===== config.mk =====
export PLATFORM = sky130hd
export DESIGN_NAME = mem_arbiter
export DESIGN_NICKNAME = d
export VERILOG_FILES = /design/src/rtl/mem_arbiter_pkg.sv /design/src/rtl/mem_arbiter_rr_picker.sv /design/src/rtl/mem_arbiter.sv
export SDC_FILE = /design/constraint.sdc
export NUM_CORES = 1
export LEC_CHECK = 0
export BUFFER_PORTS_ARGS = -buffer_cell sky130_fd_sc_hd__buf_4
export CORE_AREA = 4 4 168 170
export DETAILED_ROUTE_END_ITERATION = 8
export DIE_AREA = 0 0 172 174
export PLACE_DENSITY = 0.65
export SETUP_SLACK_MARGIN = 0.05
export SLEW_MARGIN = 20
export SYNTH_ARGS = -nofsm -noshare
export SYNTH_HDL_FRONTEND = slang
export SYNTH_SLANG_ARGS = --single-unit
export TNS_END_PERCENT = 20

===== constraint.sdc =====
create_clock -name CLK -period 2.2 [get_ports CLK]
set_input_delay 0.22 -clock CLK [delete_from_list [all_inputs] [get_ports CLK]]
set_output_delay 0.22 -clock CLK [all_outputs]
set_load 0.005 [all_outputs]

===== src/rtl/mem_arbiter_pkg.sv =====
// Shared types for the RAM-port arbiter: FSM/request encodings, RAM handshake states
// and the latched transaction payload.
package mem_arbiter_pkg;

  localparam int unsigned WORD_W = 32;

  typedef enum logic [1:0] {RAM_FREE, RAM_BUSY, RAM_ACCESS, RAM_ERROR} ramstate_t;
  typedef enum logic [1:0] {IDLE, BUSY, RESP} arb_state_t;
  typedef enum logic [1:0] {IFETCH, DREAD, DWRITE} req_kind_t;

  localparam logic [WORD_W-1:0] ARB_BADDATA = 32'hBAD1BAD1;

  typedef struct packed {
    req_kind_t         kind;
    logic [WORD_W-1:0] addr;
    logic [WORD_W-1:0] store;
  } arb_txn_t;

endpackage


===== src/rtl/mem_arbiter_rr_picker.sv =====
// Round-robin picker: first asserted request at or after ptr, wrapping modulo NCORES.
module rr_picker #(
  parameter int unsigned NCORES = 2,
  parameter int unsigned IW     = $clog2(NCORES)
) (
  input  logic [NCORES-1:0] req,
  input  logic [IW-1:0]     ptr,
  output logic              valid,
  output logic [IW-1:0]     idx
);

  logic [IW-1:0] pos;

  // Scan from farthest to nearest so the candidate closest to ptr is written last.
  always_comb begin
    valid = 1'b0;
    idx   = '0;
    pos   = '0;
    for (int k = int'(NCORES) - 1; k >= 0; k--) begin
      pos = IW'((int'(ptr) + k) % int'(NCORES));
      if (req[pos]) begin
        valid = 1'b1;
        idx   = pos;
      end
    end
  end

endmodule


===== src/rtl/mem_arbiter.sv =====
// Serialises per-core instruction/data requests onto a single RAM port, one
// transaction at a time, with a one-cycle wait=0 completion pulse per request.
module mem_arbiter
  import mem_arbiter_pkg::*;
#(
  parameter int unsigned NCORES  = 2,
  parameter int unsigned TIMEOUT = 255
) (
  input  logic                           CLK,
  input  logic                           RST,
  input  logic [NCORES-1:0]              iREN,
  input  logic [NCORES-1:0][WORD_W-1:0]  iaddr,
  output logic [NCORES-1:0]              iwait,
  output logic [NCORES-1:0][WORD_W-1:0]  iload,
  input  logic [NCORES-1:0]              dREN,
  input  logic [NCORES-1:0]              dWEN,
  input  logic [NCORES-1:0][WORD_W-1:0]  daddr,
  input  logic [NCORES-1:0][WORD_W-1:0]  dstore,
  output logic [NCORES-1:0]              dwait,
  output logic [NCORES-1:0][WORD_W-1:0]  dload,
  output logic                           ramREN,
  output logic                           ramWEN,
  output logic [WORD_W-1:0]              ramaddr,
  output logic [WORD_W-1:0]              ramstore,
  input  logic [WORD_W-1:0]              ramload,
  input  ramstate_t                      ramstate,
  output logic                           timeout
);

  localparam int unsigned IW = $clog2(NCORES);
  localparam int unsigned TW = $clog2(TIMEOUT + 1);

  arb_state_t        state, state_n;
  arb_txn_t          txn, txn_n;
  logic [IW-1:0]     core, core_n;
  logic [IW-1:0]     rr_ptr;
  logic [TW-1:0]     tcnt;

  logic [NCORES-1:0] d_req;
  logic              d_valid, i_valid;
  logic [IW-1:0]     d_idx, i_idx;

  logic              done_c;
  logic [WORD_W-1:0] rdata_c;
  logic              ram_ren_d, ram_wen_d, timeout_d;
  logic [NCORES-1:0] iwait_d, dwait_d;

  assign d_req = dREN | dWEN;

  rr_picker #(.NCORES(NCORES), .IW(IW)) u_dpick (
    .req(d_req), .ptr(rr_ptr), .valid(d_valid), .idx(d_idx)
  );

  rr_picker #(.NCORES(NCORES), .IW(IW)) u_ipick (
    .req(iREN), .ptr(rr_ptr), .valid(i_valid), .idx(i_idx)
  );

  // State, latched transaction, round-robin pointer and BUSY-cycle counter.
  always_ff @(posedge CLK) begin
    if (RST) begin
      state  <= IDLE;
      txn    <= '0;
      core   <= '0;
      rr_ptr <= '0;
      tcnt   <= '0;
    end else begin
      state <= state_n;
      txn   <= txn_n;
      core  <= core_n;
      tcnt  <= (state == BUSY) ? tcnt + TW'(1) : '0;
      if (state == RESP)
        rr_ptr <= (core == IW'(NCORES - 1)) ? '0 : core + IW'(1);
    end
  end

  // Next state; the winner's address and store data are captured only when leaving IDLE.
  always_comb begin
    state_n = state;
    txn_n   = txn;
    core_n  = core;
    case (state)
      IDLE: begin
        if (d_valid) begin
          state_n     = BUSY;
          core_n      = d_idx;
          txn_n.kind  = dWEN[d_idx] ? DWRITE : DREAD;
          txn_n.addr  = daddr[d_idx];
          txn_n.store = dstore[d_idx];
        end else if (i_valid) begin
          state_n     = BUSY;
          core_n      = i_idx;
          txn_n.kind  = IFETCH;
          txn_n.addr  = iaddr[i_idx];
          txn_n.store = '0;
        end
      end
      BUSY: begin
        if (ramstate == RAM_ACCESS || ramstate == RAM_ERROR || tcnt == TW'(TIMEOUT))
          state_n = RESP;
      end
      RESP:    state_n = IDLE;
      default: state_n = IDLE;
    endcase
  end

  // Next-cycle output values, derived from the upcoming state so every output is a flop.
  always_comb begin
    done_c    = (state == BUSY) && (state_n == RESP);
    rdata_c   = (ramstate == RAM_ACCESS) ? ramload : ARB_BADDATA;
    ram_ren_d = (state_n == BUSY) && (txn_n.kind != DWRITE);
    ram_wen_d = (state_n == BUSY) && (txn_n.kind == DWRITE);
    timeout_d = done_c && (ramstate != RAM_ACCESS) && (ramstate != RAM_ERROR);
    iwait_d   = '1;
    dwait_d   = '1;
    if (state_n == RESP) begin
      if (txn_n.kind == IFETCH) iwait_d[core_n] = 1'b0;
      else                      dwait_d[core_n] = 1'b0;
    end
  end

  always_ff @(posedge CLK) begin
    if (RST) begin
      ramREN  <= 1'b0;
      ramWEN  <= 1'b0;
      timeout <= 1'b0;
      iwait   <= '1;
      dwait   <= '1;
      iload   <= '0;
      dload   <= '0;
    end else begin
      ramREN  <= ram_ren_d;
      ramWEN  <= ram_wen_d;
      timeout <= timeout_d;
      iwait   <= iwait_d;
      dwait   <= dwait_d;
      if (done_c) begin
        if (txn.kind == IFETCH) iload[core] <= rdata_c;
        else                    dload[core] <= rdata_c;
      end
    end
  end

  assign ramaddr  = txn.addr;
  assign ramstore = txn.store;

endmodule

Word-level counts from Yosys, hierarchy flattened
Cells that the tools add are included.
- reduce and logical (&&, ||, !) cells: 19
- bitwise gates (word level): 6
- equality and inequality tests: 11
- add/sub/neg operators: 3
- magnitude comparators: 8
- muxes and demuxes: 43
- operator list (kind ; count):
    32-bit 2-to-1 mux ; 8
    66-bit 2-to-1 mux ; 3
    64-bit bitwise mux ; 2
    32-bit demux with 1-bit select ; 1
    1-bit 2-to-1 mux ; 23
    1-bit by 2-bit less-than comparator with 1-bit output (second input constant) ; 6
    2-bit == test (second input constant) ; 5
    8-bit by 1-bit adder with 8-bit output (second input constant) ; 1
    8-bit == test (second input constant) ; 1
    2-bit 2-to-1 mux ; 4
    1-bit logical AND ; 7
    2-bit zero test ; 3
    2-bit inequality test (second input constant) ; 3
    2-bit AND reduction ; 3
    3-bit OR reduction ; 2
    2-bit by 1-bit == test with 1-bit output (second input constant) ; 2
    1-bit NOT ; 4
    2-bit one-hot mux with 2 select lines ; 1
    1-bit adder (second input constant) ; 2
    1-bit greater-or-equal comparator (second input constant) ; 2
    1-bit logical OR ; 2
    2-bit NOT ; 1
    2-bit bitwise OR ; 1
    2-bit nonzero test ; 1
    other kinds (2) ; 2
- input bits: 234
- bits in registers: 213

Depth between registers and ports, before layout
Gate-level depths: netlist of run 1.
- depth after elaboration: 13
- mapped depth: 7

Hierarchy
A second synthesis of run 1 with hierarchy kept.
- cells, all modules: 1004
- area, all modules: 9764.4 sq um
- modules (own cells, without submodules) (module ; sequential area each (sq um) ; area an instance (sq um) ; times used ; cells each):
    mem_arbiter ; 4264.1 ; 9729.3 ; 1 ; 998
    rr_picker ; 0.0 ; 17.5 ; 2 ; 3

Worst setup path after synthesis of run 1
No wires, ideal clock.
- kind: reg-to-reg
- from: reg tcnt[0]
- to: reg dload[10] (netlist name)
- stages on the path, launching flop included: 8
- path slack: 0.410 ns
- buffers on the path: 2
- data arrival time: 1.719 ns
- cells stage by stage: dfxtp_1 ha_1 and4_1 a41o_1 buf_2 nand3_1 buf_2 mux2i_1
- word-level cells in the longest chain between the ends: 7
- RTL lines (element ; line ; text):
    start: declaration ; mem_arbiter.sv:37 ; logic [TW-1:0] tcnt;
    start signal: assignment ; mem_arbiter.sv:70 ; tcnt <= (state == BUSY) ? tcnt + TW'(1) : '0;
    8-bit == test ; mem_arbiter.sv:98 ; if (ramstate == RAM_ACCESS || ramstate == RAM_ERROR || tcnt == TW'(TIMEOUT))
    1-bit logical OR ; mem_arbiter.sv:98 ;
    2-bit 2-to-1 mux ; mem_arbiter.sv:98 ;
    2-bit one-hot mux with 2 select lines ; mem_arbiter.sv:81 ; case (state)
    2-bit == test ; mem_arbiter.sv:108 ; done_c = (state == BUSY) && (state_n == RESP);
    1-bit logical AND ; mem_arbiter.sv:108 ;
    2-bit AND reduction (no line) ; n/a ;
    end signal: indexed assignment ; mem_arbiter.sv:138 ; else dload[core] <= rdata_c;
    end: declaration ; mem_arbiter.sv:20 ; output logic [NCORES-1:0][WORD_W-1:0] dload,
No other way between the ends.
A chain may end at the register's enable or synchronous reset.

Worst setup path in the final report of run 1
- from: reg rr_ptr
- to: reg txn (netlist bit ramaddr[1])
- word-level cells in the longest chain between the ends: 9
- elaborated cells between the ends (all ways): 25
- RTL lines (element ; line ; text):
    start: declaration ; mem_arbiter.sv:36 ; logic [IW-1:0] rr_ptr;
    start signal: assignment ; mem_arbiter.sv:72 ; rr_ptr <= (core == IW'(NCORES - 1)) ? '0 : core + IW'(1);
    1-bit adder ; mem_arbiter_rr_picker.sv:20 ; pos = IW'((int'(ptr) + k) % int'(NCORES));
    1-bit 2-to-1 mux (not written as such) (2 in a row) ; mem_arbiter_rr_picker.sv:21 ; if (req[pos]) begin
    1-bit 2-to-1 mux (2 in a row) ; mem_arbiter_rr_picker.sv:21 ;
    32-bit 2-to-1 mux (not written as such) (2 in a row) ; mem_arbiter.sv:93 ; txn_n.addr = iaddr[i_idx];
    66-bit 2-to-1 mux ; mem_arbiter.sv:89 ; end else if (i_valid) begin
    66-bit 2-to-1 mux ; mem_arbiter.sv:83 ; if (d_valid) begin
    end signal: assignment ; mem_arbiter.sv:68 ; txn <= txn_n;
    end: declaration ; mem_arbiter.sv:34 ; arb_txn_t txn, txn_n;
Parallel ways exist; a longest one is shown, timed or not. The select of a mux whose other input is x is not followed.

==> qor.csv, run 1 <==
metric,value,unit
YS warnings,0,
total number of vias,8814,
post-CTS sizing,0,
vias in the first global route,9043,
worst slew pin tran,0.8426,ns
Reg2Reg Depth,6,
Simple-Gate Fraction of Synth Area,14.19,%
Clock Root Buffer,clkbuf_16,
mux cell area share after synthesis,19.09,%
PwrDens,740.4,nW/um2
vias per cell,5.054,
Critical Path Start Type,flip-flop,
residual DRC count,0,
area of the multi-input gates,4921,um2
status,completed,
nets,1618,
WP data required,2.59,ns
share of cells above drive strength 1,38.59,%
register bit count reported by yosys,213,
asr flop ratio synth,0,%
Mapped Cells,994,
HP Class,primary input to flip-flop,
clock power share,40.6,%
maximum fanout along the worst path,23,
global-route wire length before repair,52170,um
"Slowest-stage cell, CP",dlygate4sd3_1,
Die ar.,29930,um2
clk slew on worst S/H paths,0.06,ns
"Clk Latency, worst-skew pair",0.51,ns
switching share of power,25.90,%
Post-Route WL,34550,um
H-tree lvl count,1,
top_reg_cell synth,dfxtp_1,
largest net degree at the start of global routing,84,
Post-Place Worst Slack,0.2910,ns
"Hold Vio Cnt, Final",0,
non-filler cells in the finished layout,1744,
Layout fillers,2422,
RSZ-0062 raised after global routing,no,
GPL Wtd Cong,0.9047,
Flop pwr share,39.4,%
Final ANT Viol Nets,0,
Top-Level Pins,433,
period utilization,89.43,%
fin area,14640,um2
post-detail-place hpwl,25210,um
setup TNS,0,ns
CP peak stage delay,0.58,ns
Worst path depth,6,
P&R area growth vs syn,46.18,%
DIE HEIGHT,174,um
Starting Density,37.47,%
"CP delay by family, top",buffers and inverters,
Max Clock Freq,508.3,MHz
wire per inst,19.81,um
CP endpoint kind,flip-flop,
CP bufs+invs,2,
syn_nets,1229,
max cap viols,0,
overflow left after global routing,0,
Mean Syn Cell Area,10.07,um2
Buffers on Ports,432,
Post-Syn Area,10010,um2
hold depth,3,
Comb pwr share,19.9,%
max-slew violation count,0,
TritonCTS clock tree,built,
Final min period,1.967,ns
initial antenna violation count,1,
worst-path cell chain,o21bai_1 > o21ai_4 > buf_12 > mux2i_1 > dlygate4sd3_1 > o32ai_1,
Hold WS,0.02857,ns
All-Layer GR Usage,21.83,%
placed insts,1651,
internal power,8.031,mW
Synth Area in XOR/XNOR,0.4373,%
CP Class,flip-flop to flip-flop,
"Setup violations, final",0,
Post-DP Area,13290,um2
total CTS buffers,25,
setup ws final,0.2326,ns
Bufs on Longest Clock Path,3,
Lkg Pwr,7.332,nW
Initial DRC Count,416,
Die Width,172,um
row count,60,
CTS sink cnt,213,
Initial DRT Pass Iterations,4,
Post-synth EDFFs,0,
area of the core,26730,um2
Sequential Area,4264,um2
post-synthesis adder-cell area fraction,0.1250,%
Max-slew headroom,43.83,%
Max VDD drop,0.5043,mV
main combinational cell family by area after synthesis,multiplexers,
post-synthesis sequential area ratio,42.58,%
Max Clock Skew,0.008744,ns
Yosys cell types,46,
post-synthesis compound-gate area fraction,14.79,%
P_sw,2.808,mW
CP Data Arrival Time,2.35,ns
[sequential cells by signal, summed over array words and instances, names as in the netlist]
signal    cells
timeout       1
core          1
rr_ptr        1
txn           2
ramaddr      32
iload        64
dwait         2
ramstore     32
tcnt          8
state         2
iwait         2
ramREN        1
dload        64
ramWEN        1
[stage by stage]
step / util [%] / total power [mW]
after CTS: 54.71 / 10.95
after global placement: 49.72 / 6.412
after global routing: 54.77 / 11.32
after floorplan: - / 5.539
after detailed placement: 49.72 / 6.436
final: 54.77 / 10.84
[layout by cell type (no fill, tap or decap), types with 14 or more instances in the layout]
| cell type | count |
|---|---|
| o21ai_0 | 33 |
| dfxtp_1 | 213 |
| nand3b_1 | 15 |
| dlygate4sd3_1 | 44 |
| and3_1 | 33 |
| a211oi_1 | 41 |
| nand2b_1 | 133 |
| o32ai_1 | 27 |
| buf_12 | 14 |
| a21oi_1 | 35 |
| a211oi_2 | 19 |
| buf_4 | 452 |
| o21bai_1 | 19 |
| mux2i_1 | 191 |
| clkbuf_16 | 25 |
| nor2_1 | 14 |
[tightest hold or removal path: stages]
cell,delay (ns)
buf_4,0.08
mux2i_1,0.09
o32ai_1,0.11
[cell families after synthesis]
group	count (synthesis)
compound gates	201
xor+xnor	5
fa+ha+maj	1
buf+inv	151
flops	213
mux	191
simple gates	232
[area by class of cell]
type / instances / area share (%)
multi-input cells: 630 / 33.62
flip-flops and latches: 213 / 29.13
clock inverters: 13 / 1.197
repair buffers: 511 / 28.18
clock buffers: 33 / 4.889
inverters: 2 / 0.05129
well taps: 341 / 2.915
diodes: 1 / 0.01710
[worst paths after layout]
check                          from                  endpoint  slack (ns)
min reg2reg  iload[23]$_SDFFE_PP0P_    iload[23]$_SDFFE_PP0P_        0.47
max reg2reg     rr_ptr$_SDFFE_PP0N_   ramaddr[1]$_SDFFE_PP0P_        0.23
min                       daddr[20]  ramaddr[20]$_SDFFE_PP0P_        0.03
max             rr_ptr$_SDFFE_PP0N_   ramaddr[1]$_SDFFE_PP0P_        0.23
[metal layers]
metal	vias to the layer above	GRT usage [%]	wire length [um]
li1	4268	-	-
met4	0	9.302	1620
met1	4142	27.64	14400
met5	-	0	0
met3	84	5.276	2294
met2	320	35.34	16230
[power groups by stage]
stage	Combinational (mW)	Clock (mW)	Sequential [mW]
floorplan	1.22	0	4.32
global placement	2.06	0	4.35
detailed placement	2.09	0	4.35
CTS	2.17	4.52	4.27
global route	2.34	4.68	4.30
finish	2.16	4.40	4.27
[synth_stat cells, types with 14 or more instances]
cell type,instances,share of area [%]
buf_4,68,5.1
a21oi_1,35,1.7
dfxtp_1,213,43
nand3b_1,15,1.1
nand2b_1,133,8.3
buf_2,21,1.0
and3_1,33,2.1
mux2i_1,191,19
clkbuf_1,53,2.0
o21ai_0,35,1.7
a211oi_1,41,3.1
a211oi_2,19,2.4
nor2_1,14,0.52
o32ai_1,27,2.4
o21bai_1,19,1.4
[timing repair]
item | 4_1_cts | 5_1_grt
setup buffers | 0 | 2
endpoints found under the hold margin | 24 | 0
endpoints found under the setup margin | 0 | 9
hold buffers | 44 | 0
(Power assumes the default switching activity.)
==> run 2: changes to the inputs <==
--- a/config.mk
+++ b/config.mk
@@ -13,2 +13,3 @@
 export SETUP_SLACK_MARGIN = 0.05
+export SKIP_LAST_GASP = 1
 export SLEW_MARGIN = 20
==> constraint.sdc (replaced) <==
create_clock -name CLK -period 2.2 [get_ports CLK]
set_input_delay 0.33 -clock CLK [delete_from_list [all_inputs] [get_ports CLK]]
set_output_delay 0.33 -clock CLK [all_outputs]
set_load 0.005 [all_outputs]
==> run 2 against run 1 <==
- design area is 2.8% lower
- via count is 2.1% lower
- non-clock buffer count is 43 lower
- total power is 2.4% higher
- clock skew is 0.0078 ns higher
- sequential power hardly changed
- critical path type unchanged
- largest cell class unchanged
==> qor.csv, run 2 (synthesized netlist as in run 1, its figures left out) <==
metric,value,unit,change
post-CTS sizing,0,,unchanged
wire per inst,20.31,um,+2.5%
Final min period,1.937,ns,-0.03032 ns
Comb pwr share,18.7,%,-1.2 points
worst reg2reg endpoint,iload[59]$_SDFFE_PP0P_,,
"Setup violations, final",0,,unchanged
CP Class,flip-flop to flip-flop,,
area of the core,26730,um2,unchanged
internal power,8.280,mW,+3.1%
H-tree lvl count,1,,unchanged
placed insts,1653,,+0.12%
Initial DRT Pass Iterations,5,,+1
Flop pwr share,38.6,%,-0.8 points
switching share of power,25.37,%,-0.53 points
RSZ-0062 raised after global routing,no,,
Bufs on Longest Clock Path,3,,unchanged
vias per cell,5.078,,+0.48%
CTS sink cnt,213,,unchanged
DIE HEIGHT,174,um,unchanged
All-Layer GR Usage,21.96,%,+0.12 points
"Clk Latency, worst-skew pair",0.51,ns,about the same
Worst R2R Setup Slack,0.26,ns,+0.03 ns
setup TNS,0,ns,unchanged
max cap viols,0,,unchanged
ANT cells,0,,-1
Lkg Pwr,7.157,nW,-2.4%
RR Startpoint,tcnt[0]$_SDFF_PP0_,,
Clock Root Buffer,clkbuf_16,,
residual DRC count,0,,unchanged
CP Data Arrival Time,2.32,ns,-0.03 ns
overall power,11.10,mW,+2.4%
Initial DRC Count,421,,+1.2%
Max Clock Freq,516.2,MHz,+1.6%
P&R area growth vs syn,42.02,%,
"Hold Vio Cnt, Final",0,,unchanged
worst slew pin tran,0.5274,ns,-0.3152 ns
HP Class,primary input to flip-flop,,
Die ar.,29930,um2,unchanged
non-filler cells in the finished layout,1700,,-2.5%
Setup crit end,iload[59]$_SDFFE_PP0P_,,
Starting Density,37.47,%,unchanged
Final ANT Viol Nets,0,,unchanged
"leading cell type in the layout, fill and taps excluded",buf_4,,
GPL Wtd Cong,0.9047,,unchanged
global-route wire length before repair,52170,um,unchanged
CP endpoint kind,flip-flop,,
post-detail-place hpwl,25460,um,+0.95%
maximum fanout along the worst path,32,,+39%
clk slew on worst S/H paths,0.06,ns,about the same
Top-Level Pins,433,,unchanged
P_sw,2.815,mW,+0.26%
overflow left after global routing,0,,unchanged
TritonCTS clock tree,built,,
vias in the first global route,8973,,-0.77%
total CTS buffers,25,,unchanged
Max VDD drop,0.4911,mV,-2.6%
row count,60,,unchanged
biggest regs,"dload (64), iload (64)",,
most frequent cells in the layout,"buf_4, dfxtp_1, mux2i_1, nand2b_1, a211oi_1",,
share of cells above drive strength 1,39.66,%,+1.1 points
Max Clock Skew,0.01659,ns,+0.007842 ns
WP data required,2.58,ns,about the same
max-slew violation count,0,,unchanged
status,completed,,
Critical Path Start Type,flip-flop,,
largest net degree at the start of global routing,73,,-13%
Die Width,172,um,unchanged
PwrDens,780.2,nW/um2,+5.4%
period utilization,88.05,%,-1.4 points
Buffers on Ports,432,,unchanged
clock power share,42.8,%,+2.2 points
initial antenna violation count,0,,-1
total number of vias,8633,,-2.1%
CP startpoint,tcnt[0]$_SDFF_PP0_,,
Hold WS,0.09440,ns,+0.06583 ns
Reg2Reg Depth,6,,unchanged
nets,1575,,-2.7%
Post-Route WL,34530,um,about the same
Max-slew headroom,64.71,%,+21 points
run 2: cell count changes in the layout (fill, tap and decap cells not counted), sizes merged:
cell	before	now
bufinv	4	7
clkbuf	33	34
clkinv	6	2
diode	1	0
dlygate4sd3	44	1
run 2: final cells by class:
cell class                      instances  area [um2]
Timing Repair Buffer                  468        3645
Clock inverter                         12       247.7
Sequential cell                       213        4264
Multi-Input combinational cell        630        4921
Fill cell                            2501       12500
Tap cell                              341       426.7
Clock buffer                           34       709.4
Inverter                                2       7.507
run 2: metal layers:
layer	wire, um	GRT usage, %	vias up
met3	2217	4.844	73
met5	0	0	-
li1	-	-	4202
met2	16640	36.89	294
met4	1318	7.763	0
met1	14350	27.60	4064
run 2: power groups by stage:
stage	combinational, mW	sequential (mW)	clock (mW)
2_1_floorplan	1.22	4.32	0
3_3_place_gp	2.05	4.35	0
3_5_place_dp	2.08	4.35	0
4_1_cts	2.09	4.28	4.89
5_1_grt	2.25	4.30	5.04
6_report	2.07	4.28	4.75
run 2: through the flow:
stage / utilization (%) / setup slack (ns) / area (um2)
3_5_place_dp: 49.59 / 0.2061 / 13250
6_report: 53.21 / 0.2629 / 14220
4_1_cts: 53.21 / 0.2459 / 14220
3_3_place_gp: 49.59 / 0.2390 / 13250
2_1_floorplan: - / 0.4097 / 10010
5_1_grt: 53.21 / 0.1362 / 14220
run 2: worst min-delay path by stage:
stage / to / from / cells after the start
after floorplan: timeout$_SDFF_PP0_ / ramstate[1] / 1
after global placement: tcnt[0]$_SDFF_PP0_ / tcnt[0]$_SDFF_PP0_ / 1
after detailed placement: tcnt[0]$_SDFF_PP0_ / tcnt[0]$_SDFF_PP0_ / 1
after CTS: ramaddr[29]$_SDFFE_PP0P_ / daddr[61] / 3
after global routing: ramaddr[16]$_SDFFE_PP0P_ / daddr[48] / 3
final: ramaddr[26]$_SDFFE_PP0P_ / daddr[58] / 3
run 2: what timing repair did:
action | CTS | global route
setup buffers | 0 | 0
hold buffers | 1 | 0
hold endpoints to repair | 1 | 0
run 2: worst max-delay path, cell delays in order, from the launching register on:
cell and delay, ns:
dfxtp_1 0.37, ha_1 0.22, and4_1 0.23, a41o_1 0.35, nand4_1 0.20, buf_12 0.25
mux2i_1 0.15
